===== src/rtl/mem_access_unit.sv =====
// ---------------------------------------------------------------------------
// mem_access_unit
//
// Purpose:
//   Load/store unit that turns byte, halfword and word accesses on a 32-bit
//   byte address into accesses on a word-indexed memory. Byte order is
//   big-endian. Sub-word stores are performed as read-modify-write.
//   FSM: IDLE -> RD -> DONE          (load)
//        IDLE -> WR -> DONE          (word store)
//        IDLE -> RD -> WR -> DONE    (sub-word store)
//
// Optional feature (compile-time macro MISALIGN_TRAP_EN):
//   When defined, a misaligned halfword/word access goes IDLE -> DONE with
//   no memory access, pulsing done and misaligned together. When undefined,
//   the misaligned port does not exist and the ignored low address bits are
//   treated as zero.
//
// Ports:
//   clk        in   1   clock, rising edge
//   rst_n      in   1   asynchronous active-low reset
//   req        in   1   start an access (sampled only in IDLE)
//   op_write   in   1   1 = store, 0 = load
//   size       in   2   00 byte, 01 halfword, 10/11 word
//   sign_ext   in   1   sign-extend sub-word loads when 1
//   addr       in   32  byte address
//   wdata      in   32  store data, right-justified for sub-word stores
//   rdata      out  32  load result, held until the next load completes
//   done       out  1   one-cycle completion pulse
//   busy       out  1   high in every non-IDLE state
//   mem_addr   out  32  word index into memory
//   mem_wdata  out  32  memory write data
//   mem_we     out  1   memory write enable
//   mem_re     out  1   memory read enable
//   mem_rdata  in   32  memory read data (combinational while mem_re=1)
//   misaligned out  1   misalignment trap pulse (MISALIGN_TRAP_EN only)
// ---------------------------------------------------------------------------
module mem_access_unit #(
    parameter int WORD_ADDR_W = 10
) (
    input  logic        clk,
    input  logic        rst_n,
    input  logic        req,
    input  logic        op_write,
    input  logic [1:0]  size,
    input  logic        sign_ext,
    input  logic [31:0] addr,
    input  logic [31:0] wdata,
    output logic [31:0] rdata,
    output logic        done,
    output logic        busy,
    output logic [31:0] mem_addr,
    output logic [31:0] mem_wdata,
    output logic        mem_we,
    output logic        mem_re,
    input  logic [31:0] mem_rdata
`ifdef MISALIGN_TRAP_EN
    ,
    output logic        misaligned
`endif
);

    localparam int PAD_W = 32 - WORD_ADDR_W;

    typedef enum logic [1:0] {
        S_IDLE = 2'd0,
        S_RD   = 2'd1,
        S_WR   = 2'd2,
        S_DONE = 2'd3
    } state_t;

    state_t      state_q;
    logic        op_write_q;
    logic [1:0]  size_q;
    logic        sign_ext_q;
    logic [1:0]  off_q;
    logic [31:0] wdata_q;
    logic [31:0] rdata_q;
    logic        done_q;
    logic        busy_q;
    logic [31:0] mem_addr_q;
    logic [31:0] mem_wdata_q;
    logic        mem_we_q;
    logic        mem_re_q;
    logic [31:0] rdata_d;
    logic [31:0] merge_d;
    logic        unused_s;
`ifdef MISALIGN_TRAP_EN
    logic        misaligned_q;
    logic        mis_s;
`endif

    // Upper address bits beyond the memory index are intentionally dropped.
    assign unused_s = ^addr[31:WORD_ADDR_W+2];

    // Extract the addressed lane from a big-endian word and extend it.
    function automatic logic [31:0] load_extract(
        input logic [31:0] w,
        input logic [1:0]  sz,
        input logic [1:0]  off,
        input logic        sx
    );
        logic [7:0]  b;
        logic [15:0] h;
        logic [31:0] r;
        b = 8'd0;
        h = 16'd0;
        r = 32'd0;
        case (sz)
            2'b00: begin
                case (off)
                    2'b00:   b = w[31:24];
                    2'b01:   b = w[23:16];
                    2'b10:   b = w[15:8];
                    2'b11:   b = w[7:0];
                    default: b = 8'd0;
                endcase
                r = {{24{sx & b[7]}}, b};
            end
            2'b01: begin
                // off[0] is ignored: halfword lanes are selected by off[1].
                if (off[1]) begin
                    h = w[15:0];
                end else begin
                    h = w[31:16];
                end
                r = {{16{sx & h[15]}}, h};
            end
            default: r = w;
        endcase
        return r;
    endfunction

    // Replace only the addressed lane of a big-endian word with store data.
    function automatic logic [31:0] store_merge(
        input logic [31:0] w,
        input logic [15:0] wd,
        input logic [1:0]  sz,
        input logic [1:0]  off
    );
        logic [31:0] r;
        r = w;
        case (sz)
            2'b00: begin
                case (off)
                    2'b00:   r[31:24] = wd[7:0];
                    2'b01:   r[23:16] = wd[7:0];
                    2'b10:   r[15:8]  = wd[7:0];
                    2'b11:   r[7:0]   = wd[7:0];
                    default: r = w;
                endcase
            end
            2'b01: begin
                if (off[1]) begin
                    r[15:0] = wd;
                end else begin
                    r[31:16] = wd;
                end
            end
            default: r = w;
        endcase
        return r;
    endfunction

    // Load result and read-modify-write data computed from the memory word.
    always_comb begin
        rdata_d = load_extract(mem_rdata, size_q, off_q, sign_ext_q);
        merge_d = store_merge(mem_rdata, wdata_q[15:0], size_q, off_q);
    end

`ifdef MISALIGN_TRAP_EN
    // Misalignment detection on the live request inputs.
    always_comb begin
        if (size == 2'b01) begin
            mis_s = addr[0];
        end else if (size[1]) begin
            mis_s = (addr[1:0] != 2'b00);
        end else begin
            mis_s = 1'b0;
        end
    end
`endif

    // Access FSM with all outputs registered.
    always_ff @(posedge clk or negedge rst_n) begin
        if (!rst_n) begin
            state_q      <= S_IDLE;
            op_write_q   <= 1'b0;
            size_q       <= 2'b00;
            sign_ext_q   <= 1'b0;
            off_q        <= 2'b00;
            wdata_q      <= 32'd0;
            rdata_q      <= 32'd0;
            done_q       <= 1'b0;
            busy_q       <= 1'b0;
            mem_addr_q   <= 32'd0;
            mem_wdata_q  <= 32'd0;
            mem_we_q     <= 1'b0;
            mem_re_q     <= 1'b0;
`ifdef MISALIGN_TRAP_EN
            misaligned_q <= 1'b0;
`endif
        end else begin
            case (state_q)
                S_IDLE: begin
                    done_q   <= 1'b0;
                    mem_we_q <= 1'b0;
                    mem_re_q <= 1'b0;
                    if (req) begin
                        op_write_q <= op_write;
                        size_q     <= size;
                        sign_ext_q <= sign_ext;
                        off_q      <= addr[1:0];
                        wdata_q    <= wdata;
                        mem_addr_q <= {{PAD_W{1'b0}}, addr[WORD_ADDR_W+1:2]};
                        busy_q     <= 1'b1;
`ifdef MISALIGN_TRAP_EN
                        if (mis_s) begin
                            state_q      <= S_DONE;
                            done_q       <= 1'b1;
                            misaligned_q <= 1'b1;
                        end else
`endif
                        if (op_write && size[1]) begin
                            state_q     <= S_WR;
                            mem_we_q    <= 1'b1;
                            mem_wdata_q <= wdata;
                        end else begin
                            // Loads and sub-word stores both start with a read.
                            state_q  <= S_RD;
                            mem_re_q <= 1'b1;
                        end
                    end
                end
                S_RD: begin
                    mem_re_q <= 1'b0;
                    if (op_write_q) begin
                        state_q     <= S_WR;
                        mem_we_q    <= 1'b1;
                        mem_wdata_q <= merge_d;
                    end else begin
                        state_q <= S_DONE;
                        rdata_q <= rdata_d;
                        done_q  <= 1'b1;
                    end
                end
                S_WR: begin
                    mem_we_q <= 1'b0;
                    state_q  <= S_DONE;
                    done_q   <= 1'b1;
                end
                S_DONE: begin
                    state_q      <= S_IDLE;
                    done_q       <= 1'b0;
                    busy_q       <= 1'b0;
`ifdef MISALIGN_TRAP_EN
                    misaligned_q <= 1'b0;
`endif
                end
                default: begin
                    state_q      <= S_IDLE;
                    done_q       <= 1'b0;
                    busy_q       <= 1'b0;
                    mem_we_q     <= 1'b0;
                    mem_re_q     <= 1'b0;
`ifdef MISALIGN_TRAP_EN
                    misaligned_q <= 1'b0;
`endif
                end
            endcase
        end
    end

    assign rdata     = rdata_q;
    assign done      = done_q;
    assign busy      = busy_q;
    assign mem_addr  = mem_addr_q;
    assign mem_wdata = mem_wdata_q;
    assign mem_we    = mem_we_q;
    assign mem_re    = mem_re_q;
`ifdef MISALIGN_TRAP_EN
    assign misaligned = misaligned_q;
`endif

endmodule


===== config.mk =====
export PLATFORM = sky130hd
export DESIGN_NAME = mem_access_unit
export DESIGN_NICKNAME = d
export VERILOG_FILES = /design/src/rtl/mem_access_unit.sv
export SDC_FILE = /design/constraint.sdc
export NUM_CORES = 1
export LEC_CHECK = 0
export BUFFER_PORTS_ARGS = -buffer_cell sky130_fd_sc_hd__buf_2
export CAP_MARGIN = 5
export CORE_MARGIN = 1
export CORE_UTILIZATION = 45
export DETAILED_ROUTE_END_ITERATION = 8
export GPL_ROUTABILITY_DRIVEN = 0
export PLACE_DENSITY = 0.73
export SYNTH_ARGS = -nofsm -noshare
export SYNTH_HDL_FRONTEND = slang
export SYNTH_SLANG_ARGS = --single-unit

===== constraint.sdc =====
create_clock -name clk -period 2.7 [get_ports clk]
set_clock_uncertainty 0.2 [all_clocks]
set_input_delay 0.27 -clock clk [delete_from_list [all_inputs] [get_ports clk]]
set_output_delay 0.27 -clock clk [all_outputs]
set_load 0.05 [all_outputs]

### Word-level counts from Yosys, hierarchy flattened

Cells that the tools add are included.

* flip-flop bits (word level): 102
* bits in latches: 0
* bits in writable memories: 0
* memory bits (read-only): 0
* input bits: 103
* word-level logic and storage cells: 71
* memories kept: 0

* $add $sub $neg: 0
* $mul: 0
* div/mod/pow operators: 0
* order comparisons: 0
* eq/ne operators: 11
* shift-type cells: 0
* multiplexer cells: 31
* bitwise logic cells: 3
* reduce and logical (&&, ||, !) cells: 13

Operators with widths (count)
* one-hot mux 32 bit (2 select lines): 3
* two-way mux 32 bit: 3
* two-way mux 16 bit: 4
* two-way mux 8 bit: 5
* one-hot mux 8 bit (4 select lines): 1
* == test 2 bit, second input constant: 4
* two-way mux 1 bit: 8
* != test 2 bit, second input constant: 4
* one-hot mux 2 bit (4 select lines): 1
* AND reduction 2 bit: 4
* == test 2 x 1 -> 1 bit, second input constant: 3
* zero test 2 bit: 3
* one-hot mux 1 bit (3 select lines): 2
* two-way mux 2 bit: 2
* one-hot mux 1 bit (2 select lines): 2
* AND reduction 4 bit: 1
* nonzero test 2 bit: 2
* nonzero test 3 bit: 1
* AND 1 bit: 2
* OR reduction 2 bit: 1
* logical AND 1 bit: 1
* NOT 1 bit: 1

### Depth between registers and ports, before layout

Gate-level depths: netlist of run 1.

* word-level depth: 5
* mapped depth: 9
* gate-level depth less buffers: 6

### Worst setup path before layout of run 1

Ideal clock, no wire load.

* path type: flip-flop to flip-flop
* from: register state_q[0]
* to: register mem_wdata_q[0] (netlist: mem_wdata[0])
* setup time: 0.121 ns
* arrival: 1.601 ns
* required time: 2.379 ns
* slack: 0.778 ns
* cell stages (with the launch flop): 9
* path buffers: 2
* period minus slack after synthesis: 1.922 ns
* cell sequence: dfrtp_1 > inv_1 > ha_1 > buf_2 > nor2_1 > a211o_1 > buf_2 > nor2_1 > a22o_1

* cells in the longest elaborated chain, start to end: 3

Ends and longest elaborated chain
* from (decl): line 71 `state_t state_q;`
* from (signal assigned): line 186 `state_q <= S_IDLE;`
* from (signal assigned): line 224 `state_q <= S_WR;`
* from (signal assigned): line 229 `state_q <= S_RD;`
* == test 2 x 1 -> 1 bit / zero test 2 bit (equally long branches): line 203 `case (state_q)`
* != test 2 bit (no source line) / nonzero test 2 bit (equally long branches)
* AND reduction 4 bit (no source line)
* to (signal assigned): line 226 `mem_wdata_q <= wdata;`
* to (signal assigned): line 239 `mem_wdata_q <= merge_d;`
* to (decl): line 81 `logic [31:0] mem_wdata_q;`

Several ways; a longest one is shown, not always the timed one.
A chain may end at the register's enable or synchronous reset.

### Worst setup path after layout of run 1

* from: register state_q[0]
* to: register mem_wdata_q[30] (netlist: mem_wdata[30])

The elaborated chain is that of the path after synthesis.

==> impl_metrics.py, run 1 <==
metrics = {
    "worst_setup_path": {
        "crit_end": "mem_wdata[30]",
        "cp_common_cell": "nor2_1",
        "path_depth": 7,
        "r2r-start": "state_q[0]",
        "end_kind": "flip-flop",
        "cpMaxStageDelayCell": "dfrtp_1",
        "path_cells": "inv_1 -> ha_1 -> nor2_1 -> a211o_1 -> buf_4 -> nor2_1 -> a22o_1",
        "crit_arrival_ns": 2.32,
        "start_kind": "flip-flop",
        "path_delay_family": "flip-flops",
        "crit_required_ns": 2.74,
        "cp-startpoint": "state_q[0]",
        "reg2reg_setup_slack_ns": 0.42,
        "ff2ff_path_depth": 7,
        "crit_buf_inv": 2,
        "crit_path_max_incr_delay_ns": 0.44,
        "critPathKind": "flip-flop to flip-flop",
        "r2r_end": "mem_wdata[30]",
        "path_max_fanout": 38,
    },
    "synth": {
        "yosys-top-cells-count": "dfrtp_1, o21ai_0, nand2_1",
        "synth_warnings": 0,
        "synth_top_area_cell": "dfrtp_1",
        "async_reset_ff_share_pct": 100,
        "synth_cell_type_count": 54,
        "syn_area_per_cell_sq_um": 9.53,
        "synth-edff-count": 0,
        "netlist_instances": 611,
        "synth_most_common_cell": "dfrtp_1",
        "ys_seq_elements": 102,
        "synth_top_area_share_pct": 43.8,
        "synthFlopType": "dfrtp_1",
        "yosysSeqAreaShare_pct": 43.8,
        "netlist_area_sq_um": 5820,
        "synth.area.top_cells": "dfrtp_1, mux2_2, o21ai_0",
    },
    "power": {
        "p_sw_share_pct": 52.6,
        "leakage_nw": 3.46,
        "power.total_mw": 10.8,
        "irDropWorstVdd_mv": 0.856,
        "p_per_area_nw_per_um2": 1480,
        "power_frac_seq_pct": 27.0,
        "p_clk_share_pct": 12.2,
        "pwr-share-comb_pct": 60.8,
        "p_int_mw": 5.11,
        "switchingPower_mw": 5.67,
    },
    "clock_tree": {
        "cts.sinks": 102,
        "root_buffer": "clkbuf_16",
        "clk_pin_slew_ns": 0.07,
        "insertion_delay_ns": 0.35,
        "cts_setup_buffers": 0,
        "cts_made_buffers": 9,
        "cts_tree": "done",
        "cts.path.max_buffers": 2,
        "h-tree-depth": 3,
    },
    "detailed_routing": {
        "ant_nets": 0,
        "drt_iter0_markers": 336,
        "routed.top_layer": "met4",
        "route.detailed.drc": 0,
        "wl_per_cell_microns": 17.5,
        "via_count": 5360,
        "drt-pass1-iter-count": 5,
        "wl_met1_mm": 7.06,
        "met3_length_microns": 982,
        "postRouteWirelength_mm": 16.8,
        "via_per_inst": 5.58,
        "wl_met2_mm": 8.35,
    },
    "global_routing": {
        "grt_pass1_vias": 5170,
        "grt_overflow": 0,
        "antenna_found_initial": 0,
        "grt_usage_pct": 25.6,
        "grt_start_max_net_pins": 49,
        "grt_pass1_wl_mm": 26.0,
    },
    "floorplan": {
        "std_cell_rows": 41,
        "ios": 203,
        "die_w_microns": 116,
        "fp.dieH_microns": 116,
        "core_area_sq_um": 12600,
        "initial_utilization_pct": 46.1,
        "dieArea_sq_um": 13400,
    },
    "sta": {
        "hold_viol_final": 0,
        "drv_slew": 0,
        "min_period_ns": 2.28,
        "worst-slew-pin-transition_ns": 0.551,
        "finalCritPeriodShare_pct": 84.3,
        "timing.slew.headroom_pct": 63.3,
        "fin_setup_tns_ns": 0,
        "max_freq_mhz": 439,
        "rsz0062_at_grt": "no",
        "setup_viol": 0,
    },
    "layout": {
        "area_growth_syn_to_layout_pct": 25.3,
        "n_antenna_cell": 0,
        "layout-drive-gt1-share_pct": 32.9,
        "nets": 890,
        "finish.utilization_pct": 57.8,
        "fin_cells": 960,
    },
    "placement": {
        "place_inst": 909,
        "port_buffers": 160,
        "post-dp-hpwl_mm": 12.2,
    },
    "hold_path": {
        "min_path_cells": 3,
        "hp-class": "input port to flip-flop",
    },
    "flow_run": {
        "cap_violations": 0,
    },
    "run_status": {
        "status": "complete, no violations",
    },
}
## repair_timing
item                      4_1_cts  5_1_grt
hold endpoints to repair       64        0
resized for setup               0        0
hold buffers                   35        0
## registers in the layout, indices dropped and copies added (netlist names)
register    count
mem_wdata      32
rdata          32
wdata_q        16
mem_addr       10
off_q           2
size_q          2
state_q         2
busy            1
done            1
mem_re          1
mem_we          1
op_write_q      1
sign_ext_q      1
## logic make-up after synthesis
family | share of synthesized area (%)
other | 0.0644
AND/OR/NAND/NOR | 15.5
multiplexers | 11.6
buffers and inverters | 8.12
flip-flops | 43.8
adder cells (fa/ha/maj) | 0.860
AO/OA/AOI/OAI | 20.0
## stage by stage
step,instance area [sq um],hold slack (ns),setup slack (ns)
2_1_floorplan,5900,-0.226,0.778
3_3_place_gp,6640,0.0244,0.501
3_5_place_dp,6640,0.0269,0.440
4_1_cts,7290,0.00159,0.418
5_1_grt,7290,0.0199,0.224
6_report,7290,0.0115,0.423
## cell type report
class                      count  area (sq um)
inverter                       4          15.0
timing repair buffer         215          1330
multi-input combinational    451          2880
sequential                   102          2550
fill                        1125          5330
clock buffer                  12           256
tap                          172           215
clock inverter                 4          45.0
## worst min-delay path: cells and delay by family
kind | cells | cell delay (ns)
buffers and inverters | 1 | 0.07
AOI/OAI and AO/OA | 2 | 0.17
## power by group through the flow
stage	clock network [mW]	logic [mW]	registers, mW
6_report	1.31	6.55	2.91
4_1_cts	1.34	6.56	2.90
3_5_place_dp	0	6.50	2.92
5_1_grt	1.40	7.07	3.00
3_3_place_gp	0	6.34	2.88
2_1_floorplan	0	3.20	4.75
## placed cells by master (no fill, tap or decap), drive strengths merged, types with 3 or more instances in the layout
cell type	instances
nor2b	4
clkinv	3
dfrtp	102
nor4b	5
ha	4
a22o	14
dlygate4sd3	35
a22oi	8
and3	16
o22ai	4
a221oi	4
a211oi	5
mux2	42
nand2	70
o211ai	8
mux2i	18
a21oi	26
or3	7
a211o	3
nor2	36
o2111a	7
clkbuf	12
or2	4
o21ai	96
nand3	31
buf	180
inv	4
conb	22
## per-layer routing
metal	vias to the layer above	track usage, %
met4	0	11.4
met5	-	0
met3	35	3.82
met2	218	43.1
li1	2497	-
met1	2610	32.8
## how the worst min path moves through the flow
stage / slack [ns] / to / start
floorplan: -0.23 / busy / rst_n
finish: 0.01 / mem_wdata[25] / wdata[25]
detailed placement: 0.03 / mem_wdata[18] / rst_n
global placement: 0.02 / mem_wdata[18] / rst_n
global route: 0.02 / rdata[16] / mem_rdata[16]
CTS: 0.002 / mem_wdata[25] / wdata[25]
Power figures use the tool's default switching activity.
==> run 2: changes to the inputs <==
- PLACE_DENSITY: 0.73 -> 0.76
- clock period: 2.7 -> 1.9 ns (I/O delays scaled with it)
==> run 2 against run 1 <==
  * The flow now finishes with violations (negative setup slack)
  * Final cell count rose by 6.1%
  * Largest power group unchanged
  * Sequential share of layout area fell by 3.6 points
  * Routed wire length rose by 15%
  * Final area is 12% higher
  * Critical path depth up 1
  * Sequential cell count is the same
  * First-iteration DRC count is 56% higher
==> impl_metrics.py, run 2 (same netlist as run 1, synthesis figures left out) <==
metrics = {
    "layout": {
        "fillers": 1041,
        "area_growth_syn_to_layout_pct": 39.7,
        "nets": 951,
        "n_antenna_cell": 0,
        "layout-drive-gt1-share_pct": 38.3,
        "finish.utilization_pct": 64.5,
        "final_common_cell": "buf_2",
        "final_cell_mix": "buf_2, dfrtp_1, nand2_1",
        "fin_cells": 1019,
    },
    "worst_setup_path": {
        "path_depth": 8,
        "critPathKind": "flip-flop to flip-flop",
        "path_cells": "ha_4 -> nor2b_4 -> buf_6 -> a211oi_4 -> buf_6 -> clkbuf_16 -> o21ai_2 -> o21ai_1",
        "path_delay_family": "compound AO/OA/AOI/OAI gates",
        "crit_required_ns": 1.97,
        "path_max_fanout": 6,
        "end_kind": "flip-flop",
        "start_kind": "flip-flop",
        "cp_common_cell": "buf_6",
        "crit_buf_inv": 3,
        "crit_arrival_ns": 2.03,
        "crit_path_max_incr_delay_ns": 0.44,
        "r2r-start": "state_q[0]",
        "cp-startpoint": "state_q[0]",
        "ff2ff_path_depth": 8,
        "cpMaxStageDelayCell": "dfrtp_2",
    },
    "clock_tree": {
        "cts_tree": "done",
        "cts.path.max_buffers": 2,
        "clk_pin_slew_ns": 0.07,
        "h-tree-depth": 3,
        "cts_made_buffers": 9,
        "cts.sinks": 102,
        "root_buffer": "clkbuf_16",
        "insertion_delay_ns": 0.35,
    },
    "detailed_routing": {
        "ant_nets": 0,
        "drt-pass1-iter-count": 5,
        "route.detailed.drc": 0,
        "drt_iter0_markers": 524,
        "via_per_inst": 5.73,
        "postRouteWirelength_mm": 19.3,
        "wl_per_cell_microns": 18.9,
        "via_count": 5839,
    },
    "hold_path": {
        "min_path_cells": 3,
        "min_from": "mem_rdata[25]",
        "hp-class": "input port to flip-flop",
    },
    "placement": {
        "place_inst": 932,
        "post-dp-hpwl_mm": 12.5,
        "port_buffers": 160,
    },
    "floorplan": {
        "dieArea_sq_um": 13400,
        "ios": 203,
        "initial_utilization_pct": 46.1,
        "std_cell_rows": 41,
        "fp.dieH_microns": 116,
        "die_w_microns": 116,
        "core_area_sq_um": 12600,
    },
    "power": {
        "p_per_area_nw_per_um2": 2130,
        "power.total_mw": 17.3,
        "irDropWorstVdd_mv": 1.22,
        "leakage_nw": 3.83,
    },
    "sta": {
        "setup_viol": 32,
        "hold_ws_ns": 0.0186,
        "hold_viol_final": 0,
        "finalCritPeriodShare_pct": 103,
        "worst-slew-pin-transition_ns": 0.538,
        "drv_slew": 0,
        "max_freq_mhz": 511,
        "rsz0062_at_grt": "yes",
        "min_period_ns": 1.96,
        "post-route-worst-setup-slack_ns": -0.0572,
        "timing.slew.headroom_pct": 64.1,
    },
    "flow_run": {
        "cap_violations": 0,
    },
    "global_routing": {
        "grt_pass1_vias": 5444,
        "grt_pass1_wl_mm": 27.7,
        "grt_overflow": 0,
        "antenna_found_initial": 0,
        "grt_usage_pct": 27.3,
        "grt_start_max_net_pins": 103,
    },
    "run_status": {
        "status": "finished with violations",
        "failed_checks": "negative setup slack",
    },
}
run 2: metal layers:
layer | share of wire, % | global-route usage (%)
met5 | 0 | 0
met4 | 2.8 | 11.5
met3 | 9.2 | 5.96
met2 | 50 | 45.6
met1 | 38 | 34.4
run 2: report_power, final:
group          switching [mW]  leakage [nW]  internal, mW
sequential              0.809          1.22          3.31
combinational            7.34          2.48          4.20
clock                   0.781         0.128         0.907
run 2: worst paths after layout:
check / slack [ns] / to
hold / removal: 0.02 / rdata[25]
max in group asynchronous: 0.84 / off_q[0]
hold reg to reg: 0.28 / mem_wdata[20]
min in group asynchronous: 0.25 / rdata[21]
setup reg to reg: -0.06 / mem_wdata[4]
setup / recovery: -0.06 / mem_wdata[4]
run 2: cell type report:
class	instances	area (sq um)	area share [%]
clock buffer	12	246	3.03
clock inverter	2	10.0	0.123
inverter	4	15.0	0.185
multi-input combinational	451	3040	37.3
sequential	102	2560	31.4
tap	172	215	2.64
timing repair buffer	276	2050	25.2
run 2: worst min-delay path, cell delays in order:
cell,delay [ns]
buf_2,0.15
a21oi_1,0.08
o21ai_1,0.11
run 2: stage by stage:
stage	setup TNS [ns]	setup slack, ns	cell area (sq um)
after floorplan	0	0.00335	5910
after global placement	-0.0426	-0.00915	6880
after detailed placement	-0.823	-0.0797	6880
after CTS	-0.198	-0.0375	7790
after global routing	-3.12	-0.119	8140
final	-1.05	-0.0572	8140
run 2: repair_timing:
action	CTS	global route
gates cloned	1	7
setup buffers	1	5
setup endpoints to repair	41	56
hold buffers	58	1
resized for setup	7	68
endpoints found under the hold margin	172	1
pin swaps	1	28
==> run 3: changes to the inputs <==
- CORE_UTILIZATION: 45 -> 46
- PLACE_DENSITY: 0.76 -> 0.77
==> run 3 against run 2 <==
  * The run still ends with negative setup slack left
  * Critical path depth rose by 1
  * Final area decreased by 0.97%
  * Largest cell class unchanged
  * Routed wire length is 1.4% lower
  * Maximum frequency decreased by 0.37%
  * Critical endpoint is now mem_wdata[14]
  * Total power shrank 2.2%
  * Core utilization increased by 1.8 points
  * Worst hold slack worse by 0.011 ns
  * Sequential cell count unchanged
  * Critical path type unchanged
  * Via count is 0.38% higher
  * Sequential power is 1% higher
  * Die area shrank 2.1%
==> impl_metrics.py, run 3 (same netlist as run 1, synthesis figures left out) <==
metrics = {
    "worst_setup_path": {
        "reg2reg_setup_slack_ns": -0.06,
        "cp-startpoint": "state_q[1]",
        "r2r-start": "state_q[1]",
        "path_max_fanout": 6,
        "ff2ff_path_depth": 9,
        "end_kind": "flip-flop",
        "critPathKind": "flip-flop to flip-flop",
        "crit_arrival_ns": 2.04,
        "crit_required_ns": 1.98,
        "start_kind": "flip-flop",
    },
    "sta": {
        "finalCritPeriodShare_pct": 103,
        "max_freq_mhz": 509,
        "rsz0062_at_grt": "yes",
        "drv_slew": 0,
        "fin_setup_tns_ns": -0.923,
        "min_period_ns": 1.96,
        "post-route-worst-setup-slack_ns": -0.0646,
        "setup_viol": 29,
        "hold_viol_final": 0,
    },
    "global_routing": {
        "grt_pass1_wl_mm": 28.7,
        "grt_use_met2_pct": 47.7,
        "grt_usage_pct": 28.5,
        "grt_pass1_vias": 5648,
        "use_met3_pct": 6.09,
        "met1_usage_pct": 36.2,
        "grt_overflow": 0,
        "grt_busiest_layer": "met2",
        "grt_start_max_net_pins": 56,
        "antenna_found_initial": 0,
    },
    "clock_tree": {
        "cts_made_buffers": 9,
        "clk_pin_slew_ns": 0.08,
        "h-tree-depth": 3,
        "root_buffer": "clkbuf_16",
        "insertion_delay_ns": 0.36,
        "cts.sinks": 102,
        "cts_tree": "done",
        "cts.path.max_buffers": 2,
    },
    "layout": {
        "layout-drive-gt1-share_pct": 38.6,
        "final_common_cell": "buf_2",
        "nets": 944,
        "final_cell_mix": "buf_2, dfrtp_1, nand2_1",
        "n_antenna_cell": 0,
        "area_growth_syn_to_layout_pct": 38.4,
    },
    "power": {
        "irDropWorstVdd_mv": 1.18,
        "p_per_area_nw_per_um2": 2110,
        "power.total_mw": 17.0,
        "leakage_nw": 3.78,
    },
    "placement": {
        "post-dp-hpwl_mm": 12.8,
        "port_buffers": 160,
    },
    "hold_path": {
        "hp-class": "input port to flip-flop",
        "min_path_cells": 3,
        "min_from": "mem_rdata[5]",
    },
    "detailed_routing": {
        "drt-pass1-iter-count": 5,
        "via_count": 5861,
        "via_per_inst": 5.80,
        "wl_per_cell_microns": 18.8,
        "postRouteWirelength_mm": 19.0,
        "ant_nets": 0,
        "drt_iter0_markers": 576,
        "route.detailed.drc": 0,
    },
    "floorplan": {
        "dieArea_sq_um": 13100,
        "core_area_sq_um": 12200,
        "ios": 203,
        "initial_utilization_pct": 47.9,
        "die_w_microns": 115,
        "fp.dieH_microns": 115,
        "std_cell_rows": 40,
    },
    "run_status": {
        "status": "finished with violations",
        "failed_checks": "negative setup slack",
    },
    "flow_run": {
        "cap_violations": 0,
    },
}
-- run 3: cell count changes in the layout (fill, tap and decap cells not counted), moves of 3 or more --
cell	delta
inv_6	+3
o21ai_2	+12
o21ai_1	-9
o21ai_0	-3
clkbuf_16	-3
buf_4	-4
nor4b_1	+3
nor4b_2	-3
-- run 3: area by class of cell --
type                    count  area (sq um)
flip-flops and latches    102          2560
clock inverters             7          81.3
multi-input cells         452          3060
fillers                   949          4100
inverters                   4          15.0
clock buffers               9           225
well taps                 168           210
repair buffers            268          1910
-- run 3: metal layers --
metal	share of wire, %	up-vias	routed length, microns
li1	-	2617	-
met1	39	2805	7400
met2	49	369	9280
met3	8.3	70	1580
met4	3.9	0	743
met5	0	-	0
-- run 3: repair_timing --
action | CTS | global route
endpoints found under the setup margin | 61 | 92
hold buffers | 60 | 0
pin swaps | 2 | 27
setup buffers | 1 | 5
cloned | 1 | 3
hold endpoints to repair | 175 | 0
gates resized for setup | 9 | 83
-- run 3: worst max-delay path: stages, from the launching register on --
cell and delay [ns]:
dfrtp_1 0.39, inv_2 0.08, ha_4 0.17, nor2b_4 0.14, buf_6 0.13, a211oi_4 0.22, buf_6 0.18, buf_6 0.14
o21ai_0 0.09, o21ai_1 0.14
-- run 3: through the flow --
step | worst slack, ns | util, % | instances | cell area, sq um | hold WS, ns
2_1_floorplan | 0.00335 | - | 632 | 5910 | -0.306
3_3_place_gp | -0.00563 | 56.3 | 924 | 6850 | -0.149
3_5_place_dp | -0.0889 | 56.3 | 924 | 6850 | -0.144
4_1_cts | -0.00914 | 64.2 | 1002 | 7800 | 0.00113
5_1_grt | -0.122 | 66.3 | 1010 | 8060 | 0.0205
6_report | -0.0646 | 66.3 | 1010 | 8060 | 0.00767
-- run 3: path summary, 6_finish.rpt --
path,end
max in group asynchronous,rdata[1]
worst min-delay path,rdata[5]
min in group asynchronous,mem_addr[4]
worst max-delay path,mem_wdata[14]
worst min register to register,mem_wdata[12]
worst max register to register,mem_wdata[14]
-- run 3: power breakdown --
| part | internal, mW | switching (mW) | leakage, nW |
|---|---|---|---|
| Sequential | 3.30 | 0.863 | 1.22 |
| Combinational | 3.76 | 7.14 | 2.42 |
| Clock | 1.04 | 0.859 | 0.147 |
